--- src/rtl/bcd_to_binary_seq.sv ---
// Sequential packed-BCD to binary converter: one digit per cycle, most significant digit first.
// Optional macro BCD2BIN_ERR_CHECK_EN: flag words containing a digit above 9 (err=1, bin_out=0).
module bcd_to_binary_seq #(
    parameter int DIGITS = 4,
    parameter int BIN_W  = 14
) (
    input  logic                clk,
    input  logic                rst,
    input  logic                in_valid,
    output logic                in_ready,
    input  logic [4*DIGITS-1:0] bcd_in,
    output logic                out_valid,
    input  logic                out_ready,
    output logic [BIN_W-1:0]    bin_out,
    output logic                err,
    output logic                busy
);
    localparam int CNT_W = (DIGITS > 1) ? $clog2(DIGITS) : 1;

    typedef enum logic [1:0] {
        IDLE = 2'd0,
        CONV = 2'd1,
        DONE = 2'd2
    } state_t;

    state_t              state_q, state_d;
    logic [4*DIGITS-1:0] shreg_q, shreg_d;
    logic [BIN_W-1:0]    acc_q, acc_d;
    logic [BIN_W-1:0]    res_q, res_d;
    logic [CNT_W-1:0]    cnt_q, cnt_d;
    logic [3:0]          digit;
    logic [BIN_W-1:0]    acc_step;

    // acc*10 + digit as (acc<<3)+(acc<<1)+digit; wraps modulo 2^BIN_W by construction
    assign digit    = shreg_q[4*DIGITS-1 -: 4];
    assign acc_step = (acc_q << 3) + (acc_q << 1) + BIN_W'(digit);

`ifdef BCD2BIN_ERR_CHECK_EN
    logic sticky_q, sticky_d;
    logic err_q, err_d;
    logic word_bad;

    assign word_bad = sticky_q | (digit > 4'd9);
    assign err      = err_q;
`else
    assign err = 1'b0;
`endif

    assign in_ready  = (state_q == IDLE);
    assign out_valid = (state_q == DONE);
    assign busy      = (state_q != IDLE);
    assign bin_out   = res_q;

    always_comb begin
        state_d = state_q;
        shreg_d = shreg_q;
        acc_d   = acc_q;
        res_d   = res_q;
        cnt_d   = cnt_q;
`ifdef BCD2BIN_ERR_CHECK_EN
        sticky_d = sticky_q;
        err_d    = err_q;
`endif
        case (state_q)
            IDLE: begin
                if (in_valid) begin
                    state_d = CONV;
                    shreg_d = bcd_in;
                    acc_d   = '0;
                    cnt_d   = CNT_W'(DIGITS - 1);
`ifdef BCD2BIN_ERR_CHECK_EN
                    sticky_d = 1'b0;
`endif
                end
            end
            CONV: begin
                shreg_d = shreg_q << 4;
                acc_d   = acc_step;
                cnt_d   = cnt_q - CNT_W'(1);
`ifdef BCD2BIN_ERR_CHECK_EN
                sticky_d = word_bad;
`endif
                if (cnt_q == '0) begin
                    state_d = DONE;
                    res_d   = acc_step;
`ifdef BCD2BIN_ERR_CHECK_EN
                    err_d = word_bad;
                    if (word_bad) begin
                        res_d = '0;
                    end
`endif
                end
            end
            DONE: begin
                if (out_ready) begin
                    state_d = IDLE;
                end
            end
            default: begin
                state_d = IDLE;
            end
        endcase
    end

    always_ff @(posedge clk) begin
        if (rst) begin
            state_q <= IDLE;
            shreg_q <= '0;
            acc_q   <= '0;
            res_q   <= '0;
            cnt_q   <= '0;
`ifdef BCD2BIN_ERR_CHECK_EN
            sticky_q <= 1'b0;
            err_q    <= 1'b0;
`endif
        end else begin
            state_q <= state_d;
            shreg_q <= shreg_d;
            acc_q   <= acc_d;
            res_q   <= res_d;
            cnt_q   <= cnt_d;
`ifdef BCD2BIN_ERR_CHECK_EN
            sticky_q <= sticky_d;
            err_q    <= err_d;
`endif
        end
    end

endmodule

--- config.mk ---
export PLATFORM = sky130hd
export DESIGN_NAME = bcd_to_binary_seq
export DESIGN_NICKNAME = d
export VERILOG_FILES = /design/src/rtl/bcd_to_binary_seq.sv
export SDC_FILE = /design/constraint.sdc
export NUM_CORES = 1
export LEC_CHECK = 0
export CORE_ASPECT_RATIO = 1.75
export CORE_MARGIN = 8
export CORE_UTILIZATION = 50
export CTS_CLUSTER_SIZE = 20
export DETAILED_ROUTE_END_ITERATION = 10
export PLACE_DENSITY = 0.73
export SLEW_MARGIN = 25
export SYNTH_ARGS = -nofsm -noshare
export SYNTH_HDL_FRONTEND = slang
export SYNTH_SLANG_ARGS = --single-unit
--- constraint.sdc ---
create_clock -name clk -period 5.2 [get_ports clk]
set_input_delay 1.04 -clock clk [delete_from_list [all_inputs] [get_ports clk]]
set_output_delay 1.04 -clock clk [all_outputs]
set_load 0.1 [all_outputs]
==> impl.org, run 1 <==
** Critical path
- Worst reg2reg endpoint :: bin_out[12]$_SDFFE_PP0P_
- Slowest Stage Delay on Critical Path :: 1.16 ns
- Ordered cell list for the critical path :: nor2b_1 > clkdlybuf4s50_1
- For the worst setup path, the data required time is 4.16 ns.
- Endpoint kind of the worst setup timing path :: output pin
- At the worst endpoint, the arrival time is 2.55 ns.
- Critical path depth :: 2
- Counting cells, the worst reg-to-reg path comes to 5.
- The startpoint identified for the worst register-to-register timing path is state_q[0]$_SDFFE_PP0P_.
- Slowest CP cell :: sky130_fd_sc_hd__clkdlybuf4s50_1
- Tracing the worst setup path back leads to its startpoint at state_q[1]$_SDFFE_PP0P_.
- Kind of critical path :: reg2out
- The critical path ends at out_valid.
- The cell family contributing the most delay on the critical path is buffers and inverters.
- Element type at the critical path start :: flip-flop
- Register-to-register path setup slack :: 2.40 ns
- Together, buffers and inverters on the worst path number 1.
- Crit path max fanout :: 24

** Die
- The initial utilization of the core area, before any placement, comes to 51.5%.
- The die is 113 um tall.
- # IOs :: 38
- The floorplan has 35 rows.
- The die covers 8060 um2.
- Die W :: 71.4 um
- The floorplan step defined a core boundary enclosing 5210 um2.

** Clock tree
- The clock passes through at most 2 buffers.
- Clock transition time at the flip-flop clock pins of the worst setup and hold paths :: 0.09 ns
- Hold buffer count at CTS :: 0
- In this run the clock root is driven by a sky130_fd_sc_hd__clkbuf_8.
- Post-CTS sizing :: 0
- Clock Sinks :: 47
- Total clock buffers created by CTS :: 5
- Level count of the clock H-tree :: 2
- In this run the post-CTS setup repair buffer count came out at 0.
- TritonCTS built the clock tree.
- Clk Latency, worst-skew pair :: 0.29 ns

** Synth
- The most used flip-flop cell after synthesis is sky130_fd_sc_hd__dfxtp_1.
- Of all flip-flops after synthesis, the portion carrying an async set or reset was 0%.
- Netlist area before placement :: 2680 um2
- After technology mapping, the gate count stands at 318.
- Number of register bits inferred by synthesis :: 47
- The netlist uses 48 different library cells.
- Post-synthesis net count :: 363
- Counting flops with a built-in enable in the synthesized netlist gives 0.
- Sequential cells were found to cover 35.1% of the synthesized design area.
- Mean area per synthesized cell :: 8.44 um2
- The Yosys step of the flow raised 0 warnings.

** Timing
- Worst max-slew margin expressed relative to the limit :: 34.2%
- The number of slew-limit violations in the final report was 0.
- Setup violations remaining at the end of the flow were counted as 0.
- The total count of hold-check failures in the final report came to 0.
- Adding up every negative setup slack in the final design gives 0 ns.
- For the pin with the worst max-slew slack, the measured transition is 0.985 ns.
- RSZ-0062 raised after global routing :: false
- Post-route clock skew :: 0.00848 ns
- Final cycle utilization of the critical path :: 69.1%
- The clock period could shrink to 3.59 ns.
- Based on the critical path, the design can be clocked at up to 278 MHz.

** Run status
- Outcome :: completed

** Final layout
- Leaving out fill and tap cells, the most frequent cells in the layout are sky130_fd_sc_hd__dfxtp_1 (47), sky130_fd_sc_hd__a21oi_1 (40), sky130_fd_sc_hd__nor2_1 (36), sky130_fd_sc_hd__clkdlybuf4s50_1 (36), sky130_fd_sc_hd__ha_1 (23).
- Post-route cell area :: 3130 um2
- Share of post-route cells with drive strength above 1 :: 7.27%
- Diodes inserted :: 0
- Commonest non-fill, non-tap cell in the layout :: sky130_fd_sc_hd__dfxtp_1
- Layout area overhead :: 16.6%
- The final layout contains 388 nets.

** Place
- Number of buffers added on ports :: 36
- Cell area after placement :: 3030 um2
- Post-detail-place hpwl :: 5.24 mm
- Routability-driven placement congestion ratio :: 0.873

** Drt
- In this run, the number of DRC markers left after iteration 0 of detailed routing was 139.
- Pre-Repair DR Iteration Count :: 4
- Total vias in the final route :: 2387
- Detailed Route WL :: 6.79 mm
- After detailed routing, the average wire length per cell comes to 17.0 um.
- The detail route stage leaves a number of antenna-violating nets equal to 0.
- For this run, design rule violations remaining after detail routing come to 0.
- Dividing the detail-routed via count by the number of cells gives 5.98.

** Global route
- Global routing used 17.1% of the available tracks across all layers.
- The number of antenna violations at the first check in global routing came to 0.
- Entering global routing, the biggest net connects 33 pins.
- Gr ovfl total :: 0
- The number of global-route vias before repair is 2462.
- The first global-routing pass estimated 11.2 mm of wire.

** Power and ir drop
- Leakage power :: 1.30 nW
- IR Drop Worst-Case VDD :: 245 uV
- For this design the ratio of total power to cell area is 263 nW/um2.

** Job
- Maximum Capacitance Violations :: 0

** Worst hold path
- The min-delay analysis places its worst path in the category reg2reg.
[where the power goes]
group / leakage, nW / internal, mW / switching [mW]
logic: 0.872 / 0.0702 / 0.121
clock network: 0.0484 / 0.109 / 0.121
registers: 0.384 / 0.382 / 0.0190
[worst register-to-register path, delay by kind of cell, from the launching register on]
kind / cells / cell delay (ns)
simple gates: 3 / 1.75
buf+inv: 1 / 0.31
compound gates: 1 / 0.15
flops: 1 / 0.52
[worst min-delay path by stage]
stage,startpoint,to,depth (start not counted)
final,bin_out[2]$_SDFFE_PP0P_,bin_out[2]$_SDFFE_PP0P_,2
after global routing,bin_out[8]$_SDFFE_PP0P_,bin_out[8]$_SDFFE_PP0P_,2
after CTS,bin_out[8]$_SDFFE_PP0P_,bin_out[8]$_SDFFE_PP0P_,2
after detailed placement,bin_out[8]$_SDFFE_PP0P_,bin_out[8]$_SDFFE_PP0P_,2
after global placement,bin_out[1]$_SDFFE_PP0P_,bin_out[1]$_SDFFE_PP0P_,2
after floorplan,shreg_q[12]$_SDFFE_PP0P_,bin_out[0]$_SDFFE_PP0P_,2
[cell usage after synthesis (all sizes together), types with 2 or more instances]
library cell   n  area, um2
xor2           2       17.5
a32oi          2       17.5
nand2b         2       12.5
a22o           4       35.0
a31oi          2       18.8
o221a         12        135
ha            23        288
nand2         20       75.1
a211oi         2       20.0
nor2b         18        113
a21oi         40        200
a32o           2       20.0
xnor2          7       61.3
nor3           5       25.0
o21ai          5       25.0
nand4          3       18.8
o21a           3       22.5
dfxtp         47        941
nor2          36        135
nand3         11       55.1
or4            4       30.0
o211ai         5       37.5
clkbuf        13       48.8
a22oi          6       45.0
o21bai         2       15.0
buf            7       46.3
or2            3       18.8
or3            2       12.5
a21o           2       15.0
fa             2       40.0
inv           15       56.3
[per-stage QoR]
| step | worst slack, ns | utilization, % | hold WS (ns) | total power, mW | cells |
|---|---|---|---|---|---|
| after floorplan | 2.10 | - | 0.445 | 0.548 | 318 |
| after global placement | 1.84 | 58.2 | 0.445 | 0.596 | 391 |
| after detailed placement | 1.78 | 58.2 | 0.449 | 0.600 | 391 |
| after CTS | 1.60 | 60.0 | 0.462 | 0.827 | 399 |
| after global routing | 1.46 | 60.0 | 0.485 | 0.861 | 399 |
| final | 1.61 | 60.0 | 0.458 | 0.822 | 399 |
[flip-flops by register name, summed over array words and instances, names as in the netlist]
register  cells
acc_q        13
cnt_q         2
state_q       2
shreg_q      16
bin_out      14
[per-layer routing]
metal | up-vias | track usage [%] | routed length [um]
li1 | 1179 | - | -
met5 | - | 0 | 0
met1 | 1120 | 16.9 | 2600
met3 | 25 | 2.66 | 152
met4 | 0 | 10.1 | 354
met2 | 63 | 32.1 | 3680
[layout make-up]
class | instances | area, um2
Multi-Input combinational cell | 236 | 1590
Clock inverter | 1 | 8.76
Clock buffer | 7 | 86.3
Timing Repair Buffer | 38 | 375
Tap cell | 55 | 68.8
Fill cell | 474 | 2080
Inverter | 15 | 56.3
Sequential cell | 47 | 941
[kinds of logic after synthesis]
group | after synthesis | synth area share, %
DFF | 47 | 35.1
other | 1 | 0.140
adders and majority gates | 25 | 12.2
buffers and inverters | 35 | 5.64
muxes | 1 | 0.373
AOI/OAI and AO/OA | 91 | 23.8
xor gates and xnor gates | 9 | 2.94
and+or+nand+nor | 109 | 19.9
Power figures use the tool's default switching activity.
==> inputs of run 2 (changes only) <==
Clock period 5.2 ns to 3.4 ns, I/O delays scaled along.
==> run 2 against run 1 <==
Net effect: combinational power up 59%; sequential share of layout area fell by 0.47 points; design area rose by 1.6%; count of clock-buffer cells in the layout down 1; hold slack got worse by 0.0022 ns; wire length increased by 3.8%; total power up 70%; die area unchanged; non-clock buffer count rose by 4.
==> impl.org, run 2 (same netlist as run 1, synthesis figures left out) <==
** Die
- Die footprint :: 8060 um2 (unchanged)
- Die Span Y :: 113 um (unchanged)
- Initial standard-cell utilization of the core :: 51.5% (unchanged)
- Die W :: 71.4 um (unchanged)
- # IOs :: 38 (unchanged)
- Std-Cell Core Area :: 5210 um2 (unchanged)
- Num rows :: 35 (unchanged)

** Timing
- Dividing the final minimum period by the clock period gives 76.1%.
- RSZ-0062 raised after global routing: false (unchanged).
- The number of slew-limit violations in the final report came to 0 (unchanged).
- Worst max-slew margin expressed relative to the limit :: 34.8% (was 34.2%)
- The sum of negative setup slack is 0 ns (unchanged).
- The final setup skew is 0.00582 ns (was 0.00848 ns).
- Timing would allow up to 387 MHz.
- The total count of hold-check failures in the final report was 0 (unchanged).
- Fin crit period :: 2.59 ns
- The actual transition at the worst max-transition pin came to 0.976 ns (was 0.985 ns).
- The final setup violation count was 0 (unchanged).

** Job
- Maximum Capacitance Violations :: 0 (unchanged)

** Global route
- The largest net degree at the start of global routing was 34 (was 33).
- Gr ovfl total :: 0 (unchanged)
- The wire length of the first global-routing pass came to 11.8 mm (was 11.2 mm).
- Number of antenna violations at the first check in global routing :: 0 (unchanged)
- Vias in the first global route :: 2485 (was 2462)
- The overall track demand over capacity in global routing came to 18.3% (was 17.1%).

** Final layout
- The final standard cell utilization of the core is 61.0% (was 60.0%).
- Number of flip-flops in the largest register :: 16 (unchanged)
- The relative area change from synthesis to final layout was 18.4% (was 16.6%).
- The filler-free cell count of the finished design came to 403 (was 399).
- Commonest non-fill, non-tap cells in the layout: sky130_fd_sc_hd__dfxtp_1 (47), sky130_fd_sc_hd__a21oi_1 (40), sky130_fd_sc_hd__nor2_1 (36) (was sky130_fd_sc_hd__dfxtp_1 (47), sky130_fd_sc_hd__a21oi_1 (40), sky130_fd_sc_hd__nor2_1 (36), sky130_fd_sc_hd__clkdlybuf4s50_1 (36), sky130_fd_sc_hd__ha_1 (23)).
- The register name with the most flops was shreg_q (unchanged).
- The count of fill cells added during filler insertion came to 466 (was 474).
- Share of post-route cells with drive strength above 1 :: 10.3% (was 7.27%)
- The commonest non-fill, non-tap cell in the layout is sky130_fd_sc_hd__dfxtp_1 (unchanged).
- The number of nets in the layout is 392 (was 388).
- Diodes inserted :: 0 (unchanged)

** Critical path
- The largest fanout of any net on the critical path is 3 (was 24).
- The kind of start point of the critical path was a flip-flop (unchanged).
- Family with the most delay on the worst path :: adder cells (was buffers and inverters)
- The longest individual stage delay on the worst path came to 0.49 ns (was 1.16 ns).
- The type of the worst setup path was reg2reg (was reg2out).
- Slowest CP cell :: sky130_fd_sc_hd__fa_1 (was sky130_fd_sc_hd__clkdlybuf4s50_1)
- The data arrival time of the critical path was 2.79 ns (was 2.55 ns).
- Sum of buffers and inverters on the critical path :: 2 (was 1)
- Ordered cell list for the critical path :: inv_1 > fa_1 > inv_1 > fa_1 > a21o_1 > a21boi_0 > o21bai_1 > xor2_1 > a22o_1 (was nor2b_1 > clkdlybuf4s50_1)
- Endpoint kind of the worst setup timing path :: flip-flop (was output pin)
- Data required time at the worst endpoint :: 3.60 ns (was 4.16 ns)

** Clock tree
- Level count of the clock H-tree :: 2 (unchanged)
- The buffer count from post-CTS setup fixing was 0 (unchanged).
- The number of gates resized after cts came to 0 (unchanged).
- Total clock buffers created by CTS :: 5 (unchanged)
- Hold buffer count at CTS :: 0 (unchanged)
- The clock tree from TritonCTS was done (unchanged).
- Clock Sinks :: 47 (unchanged)
- The clock insertion delay at the later pin of the skew report came to 0.30 ns (was 0.29 ns).
- Clock transition time at the flip-flop clock pins of the worst setup and hold paths :: 0.09 ns (about the same)
- Clk buf depth :: 2 (unchanged)
- Root Buffer Master :: sky130_fd_sc_hd__clkbuf_8 (unchanged)

** Drt
- Detailed Route Iter0 Violations :: 120 (was 139)
- DRC violation count after routing :: 0 (unchanged)
- Detailed Route WL :: 7.05 mm (was 6.79 mm)
- Total vias in the final route :: 2439 (was 2387)
- The mean number of vias per cell came to 6.05 (was 5.98).
- Final ANT Viol Nets :: 0 (unchanged)
- The total iterations of the first detailed-routing run was 5 (was 4).
- Average wire per standard cell :: 17.5 um (was 17.0 um)

** Place
- Routability-driven placement congestion ratio :: 0.904 (was 0.873)
- The post-DP HPWL came to 5.32 mm (was 5.24 mm).
- The number of cells after detailed placement came to 395 (was 391).
- The count of buffers from port buffering is 36 (unchanged).

** Power and ir drop
- Cell Pwr Density :: 440 nW/um2 (was 263 nW/um2)
- Net switching fraction of the power :: 29.3% (was 31.7%)
- Combinational group share of total power :: 21.7% (was 23.3%)
- The peak supply drop is 224 uV (was 245 uV).
- The design internal power is 0.988 mW (was 0.561 mW).
- The total leakage power came to 1.35 nW (was 1.30 nW).
- The clock power share came to 35.0% (was 27.9%).
- The net switching component of the power is 0.409 mW (was 0.261 mW).
- Share of power burned in registers :: 43.3% (was 48.8%)

** Worst hold path
- The class of the most critical hold timing path is reg2reg (unchanged).

** Run status
- Outcome: completed (unchanged).
run 2: cell count changes in the layout (fill, tap and decap cells not counted):
cell	delta
sky130_fd_sc_hd__clkdlybuf4s50_1	-7
sky130_fd_sc_hd__clkinv_4	-1
sky130_fd_sc_hd__bufinv_16	+2
sky130_fd_sc_hd__buf_4	+11
sky130_fd_sc_hd__clkbuf_8	-1
run 2: cell type report:
class | count | area, um2 | area share [%]
multi-input cells | 236 | 1590 | 50.1
flip-flops and latches | 47 | 941 | 29.6
repair buffers | 42 | 388 | 12.2
clock buffers | 6 | 72.6 | 2.28
well taps | 55 | 68.8 | 2.17
clock inverters | 2 | 60.1 | 1.89
inverters | 15 | 56.3 | 1.77
run 2: power groups by stage:
stage | sequential, mW | clock (mW) | combinational [mW]
detailed placement | 0.618 | 0 | 0.303
global placement | 0.618 | 0 | 0.299
floorplan | 0.640 | 0 | 0.198
finish | 0.606 | 0.489 | 0.303
CTS | 0.606 | 0.497 | 0.304
global route | 0.610 | 0.521 | 0.329
run 2: stage by stage:
stage               power, mW  cell area [um2]  hold WS, ns  worst slack, ns
floorplan               0.839             2680        0.445            0.664
global placement        0.917             3050        0.446            0.773
detailed placement      0.921             3050        0.446            0.720
CTS                      1.41             3180        0.458            0.826
global route             1.46             3180        0.489            0.666
finish                   1.40             3180        0.456            0.813
run 2: metal layers:
| layer | track usage, % | share of wire [%] |
|---|---|---|
| met1 | 17.6 | 36 |
| met5 | 0 | 0 |
| met2 | 35.6 | 56 |
| met3 | 2.66 | 3.7 |
| met4 | 9.37 | 4.1 |
run 2: worst reg2reg max path: cells and delay by family, from the launching register on:
family	cells	cell delay, ns
adder cells (fa/ha/maj)	2	0.98
AO/OA/AOI/OAI	4	0.83
flip-flops	1	0.37
XOR/XNOR	1	0.16
buffers and inverters	2	0.14
run 2: final timing paths:
check,startpoint,end,slack [ns],cells after the start
max,acc_q[0]$_SDFFE_PP0P_,acc_q[12]$_SDFFE_PP0P_,0.81,9
min,bin_out[0]$_SDFFE_PP0P_,bin_out[0]$_SDFFE_PP0P_,0.46,2
max reg2reg,acc_q[0]$_SDFFE_PP0P_,acc_q[12]$_SDFFE_PP0P_,0.81,9
min reg2reg,bin_out[0]$_SDFFE_PP0P_,bin_out[0]$_SDFFE_PP0P_,0.46,2
==> inputs of run 3 (changes only) <==
Clock period 3.4 ns to 2.6 ns, I/O delays scaled along.
==> run 3 against run 2 <==
Net effect: core utilization grew 0.24 points; non-clock buffer count rose by 1; maximum frequency is 3.7% higher; via count decreased by 1.5%; sequential power is 31% higher; register-to-register slack worse by 0.71 ns; largest cell class unchanged.
==> impl.org, run 3 (same netlist as run 1, synthesis figures left out) <==
** Global route
- The number of global-route vias before repair came to 2403 (was 2485).
- Overall fraction of global-route tracks in use :: 18.1% (was 18.3%)
- The sum of overflow across all layers after global routing is 0 (unchanged).
- The largest net degree at the start of global routing was 31 (was 34).
- The number of antenna violations at the first check in global routing was 0 (unchanged).
- The wire length of the first global-routing pass is 11.8 mm (about the same).

** Timing
- The actual transition at the worst max-transition pin is 0.950 ns (was 0.976 ns).
- The final cycle utilization of the critical path came to 95.9% (was 76.1%).
- The number of slew-limit violations in the final report came to 0 (unchanged).
- RSZ-0062 raised after global routing: false (unchanged).
- The fmax came to 401 MHz (was 387 MHz).
- Final setup violation count :: 0 (unchanged)
- Post-route worst hold slack :: 0.458 ns (was 0.456 ns)
- Setup TNS after final layout :: 0 ns (unchanged)
- The worst slew slack as a fraction of its limit was 36.4% (was 34.8%).
- Fin crit period :: 2.49 ns (was 2.59 ns)
- Hold violation total from the final report :: 0 (unchanged)
- The final setup skew came to 0.00948 ns (was 0.00582 ns).

** Place
- Routability-driven placement congestion ratio :: 0.911 (was 0.904)
- The post-DP HPWL came to 5.24 mm (was 5.32 mm).
- Number of buffers added on ports :: 36 (unchanged)

** Final layout
- The final standard cell utilization of the core came to 61.2% (was 61.0%).
- Diodes inserted :: 0 (unchanged)
- The number of nets in the layout came to 393 (was 392).
- The relative area change from synthesis to final layout came to 18.9% (was 18.4%).
- The register name with the most flops is shreg_q (unchanged).
- Number of flip-flops in the largest register :: 16 (unchanged)
- The flip-flop and latch area was 941 um2 (unchanged).
- Commonest non-fill, non-tap cells in the layout: sky130_fd_sc_hd__dfxtp_1 (47), sky130_fd_sc_hd__a21oi_1 (38), sky130_fd_sc_hd__nor2_1 (36) (was sky130_fd_sc_hd__dfxtp_1 (47), sky130_fd_sc_hd__a21oi_1 (40), sky130_fd_sc_hd__nor2_1 (36)).
- The total area of multi-input combinational cells is 1610 um2 (was 1590 um2).
- The count of fill cells added during filler insertion was 471 (was 466).
- Commonest non-fill, non-tap cell in the layout :: sky130_fd_sc_hd__dfxtp_1 (unchanged)
- Share of post-route cells with drive strength above 1 :: 14.9% (was 10.3%)

** Critical path
- The data arrival time of the critical path is 2.70 ns (was 2.79 ns).
- Register-to-register path setup slack :: 0.11 ns (was 0.81 ns)
- The required time of the critical path came to 2.81 ns (was 3.60 ns).
- The largest fanout of any net on the critical path was 3 (unchanged).
- Endpoint kind of the worst setup timing path :: flip-flop (unchanged)
- The startpoint of the worst-slack reg-to-reg timing path was shreg_q[15]$_SDFFE_PP0P_ (was acc_q[0]$_SDFFE_PP0P_).
- The worst setup path startpoint was shreg_q[15]$_SDFFE_PP0P_ (was acc_q[0]$_SDFFE_PP0P_).
- The type of the worst setup path was reg2reg (unchanged).
- Element type at the critical path start :: flip-flop (unchanged)

** Clock tree
- The clock insertion delay at the later pin of the skew report came to 0.31 ns (was 0.30 ns).
- The clock slew seen by the registers of the worst setup and hold paths came to 0.09 ns (about the same).
- The clock tree from TritonCTS is done (unchanged).
- Total clock buffers created by CTS :: 5 (unchanged)
- The number of buffers on the longest clock path came to 2 (unchanged).
- The clock sink count came to 47 (unchanged).
- The clock root buffer master was sky130_fd_sc_hd__clkbuf_8 (unchanged).
- Post-CTS setup buffer count :: 0 (unchanged)
- Level count of the clock H-tree :: 2 (unchanged)

** Job
- The number of violations of the max-capacitance limit came to 0 (unchanged).

** Drt
- Average via count per standard cell :: 5.95 (was 6.05)
- The DRC violation count after routing came to 0 (unchanged).
- Final ANT Viol Nets :: 0 (unchanged)
- Detailed Route WL :: 6.92 mm (was 7.05 mm)
- Detailed Route Iter0 Violations :: 128 (was 120)
- The average wire per cell in the routed design came to 17.1 um (was 17.5 um).
- The total iterations of the first detailed-routing run is 4 (was 5).
- The routed via count came to 2402 (was 2439).

** Power and ir drop
- The sequential power share is 46.3% (was 43.3%).
- Combinational group share of total power :: 24.4% (was 21.7%)
- The net switching component of the power is 0.542 mW (was 0.409 mW).
- The overall power of the completed layout is 1.71 mW (was 1.40 mW).
- Leakage power :: 1.39 nW (was 1.35 nW)
- Internal Power :: 1.16 mW (was 0.988 mW)
- The switching power share of the total is 31.8% (was 29.3%).
- IR Drop Worst-Case VDD :: 430 uV (was 224 uV)
- Relative contribution of the clock network to total power :: 29.2% (was 35.0%)
- Cell Pwr Density :: 535 nW/um2 (was 440 nW/um2)

** Die
- # IOs :: 38 (unchanged)
- The area of the core was 5210 um2 (unchanged).
- Initial standard-cell utilization of the core :: 51.5% (unchanged)
- Die W :: 71.4 um (unchanged)
- Num rows :: 35 (unchanged)
- Die Span Y :: 113 um (unchanged)
- Die footprint :: 8060 um2 (unchanged)

** Worst hold path
- The class of the most critical hold timing path is reg2reg (unchanged).
- The worst min-delay path startpoint is bin_out[2]$_SDFFE_PP0P_ (was bin_out[0]$_SDFFE_PP0P_).

** Run status
- Outcome :: completed (unchanged)
run 3: cell types whose count changed in the layout (fill, tap and decap cells not counted), sizes merged:
cell,delta
buf,+11
clkbuf,+1
clkdlybuf4s50,-10
clkinvlp,+1
bufinv,-2
run 3: through the flow:
stage	cell area (um2)	worst slack (ns)	cells
2_1_floorplan	2680	0.0240	318
3_3_place_gp	3070	0.132	396
3_5_place_dp	3070	0.114	396
4_1_cts	3170	0.0882	404
5_1_grt	3190	0.00372	404
6_report	3190	0.106	404
run 3: critical path, cell delays in order, from the launching register on:
cell and delay [ns]:
sky130_fd_sc_hd__dfxtp_1 0.34, sky130_fd_sc_hd__inv_1 0.06, sky130_fd_sc_hd__fa_1 0.53, sky130_fd_sc_hd__inv_1 0.07, sky130_fd_sc_hd__fa_1 0.49, sky130_fd_sc_hd__a21o_1 0.25
sky130_fd_sc_hd__a21boi_1 0.20, sky130_fd_sc_hd__o21bai_1 0.11, sky130_fd_sc_hd__xor2_1 0.15, sky130_fd_sc_hd__a22o_1 0.19
run 3: metal layers:
metal / part of all wire [%] / up-vias / wire (um) / global-route usage [%]
li1: - / 1196 / - / -
met1: 38 / 1127 / 2610 / 18.4
met2: 54 / 56 / 3750 / 33.0
met3: 3.3 / 23 / 229 / 3.37
met4: 4.8 / 0 / 335 / 10.3
met5: 0 / - / 0 / 0
run 3: cell type report:
type                    count  area share [%]
flip-flops and latches     47            29.5
well taps                  55            2.16
multi-input cells         236            50.5
clock inverters             1           0.235
repair buffers             43            12.8
inverters                  15            1.76
clock buffers               7            3.02
run 3: path summary, 6_finish.rpt:
path                                                 to  cells past startpoint
worst max-delay path             acc_q[12]$_SDFFE_PP0P_                      9
worst min-delay path            bin_out[2]$_SDFFE_PP0P_                      2
worst max register to register   acc_q[12]$_SDFFE_PP0P_                      9
worst min register to register  bin_out[2]$_SDFFE_PP0P_                      2
run 3: timing repair:
item                       CTS  global route
setup endpoints to repair    0             5
hold buffers                 0             0
resized for setup            0             5
run 3: power groups by stage:
stage	Sequential [mW]	Combinational [mW]	Clock, mW
after floorplan	0.837	0.259	0
after global placement	0.807	0.409	0
after detailed placement	0.808	0.414	0
after CTS	0.792	0.415	0.500
after global routing	0.798	0.454	0.531
final	0.791	0.417	0.499
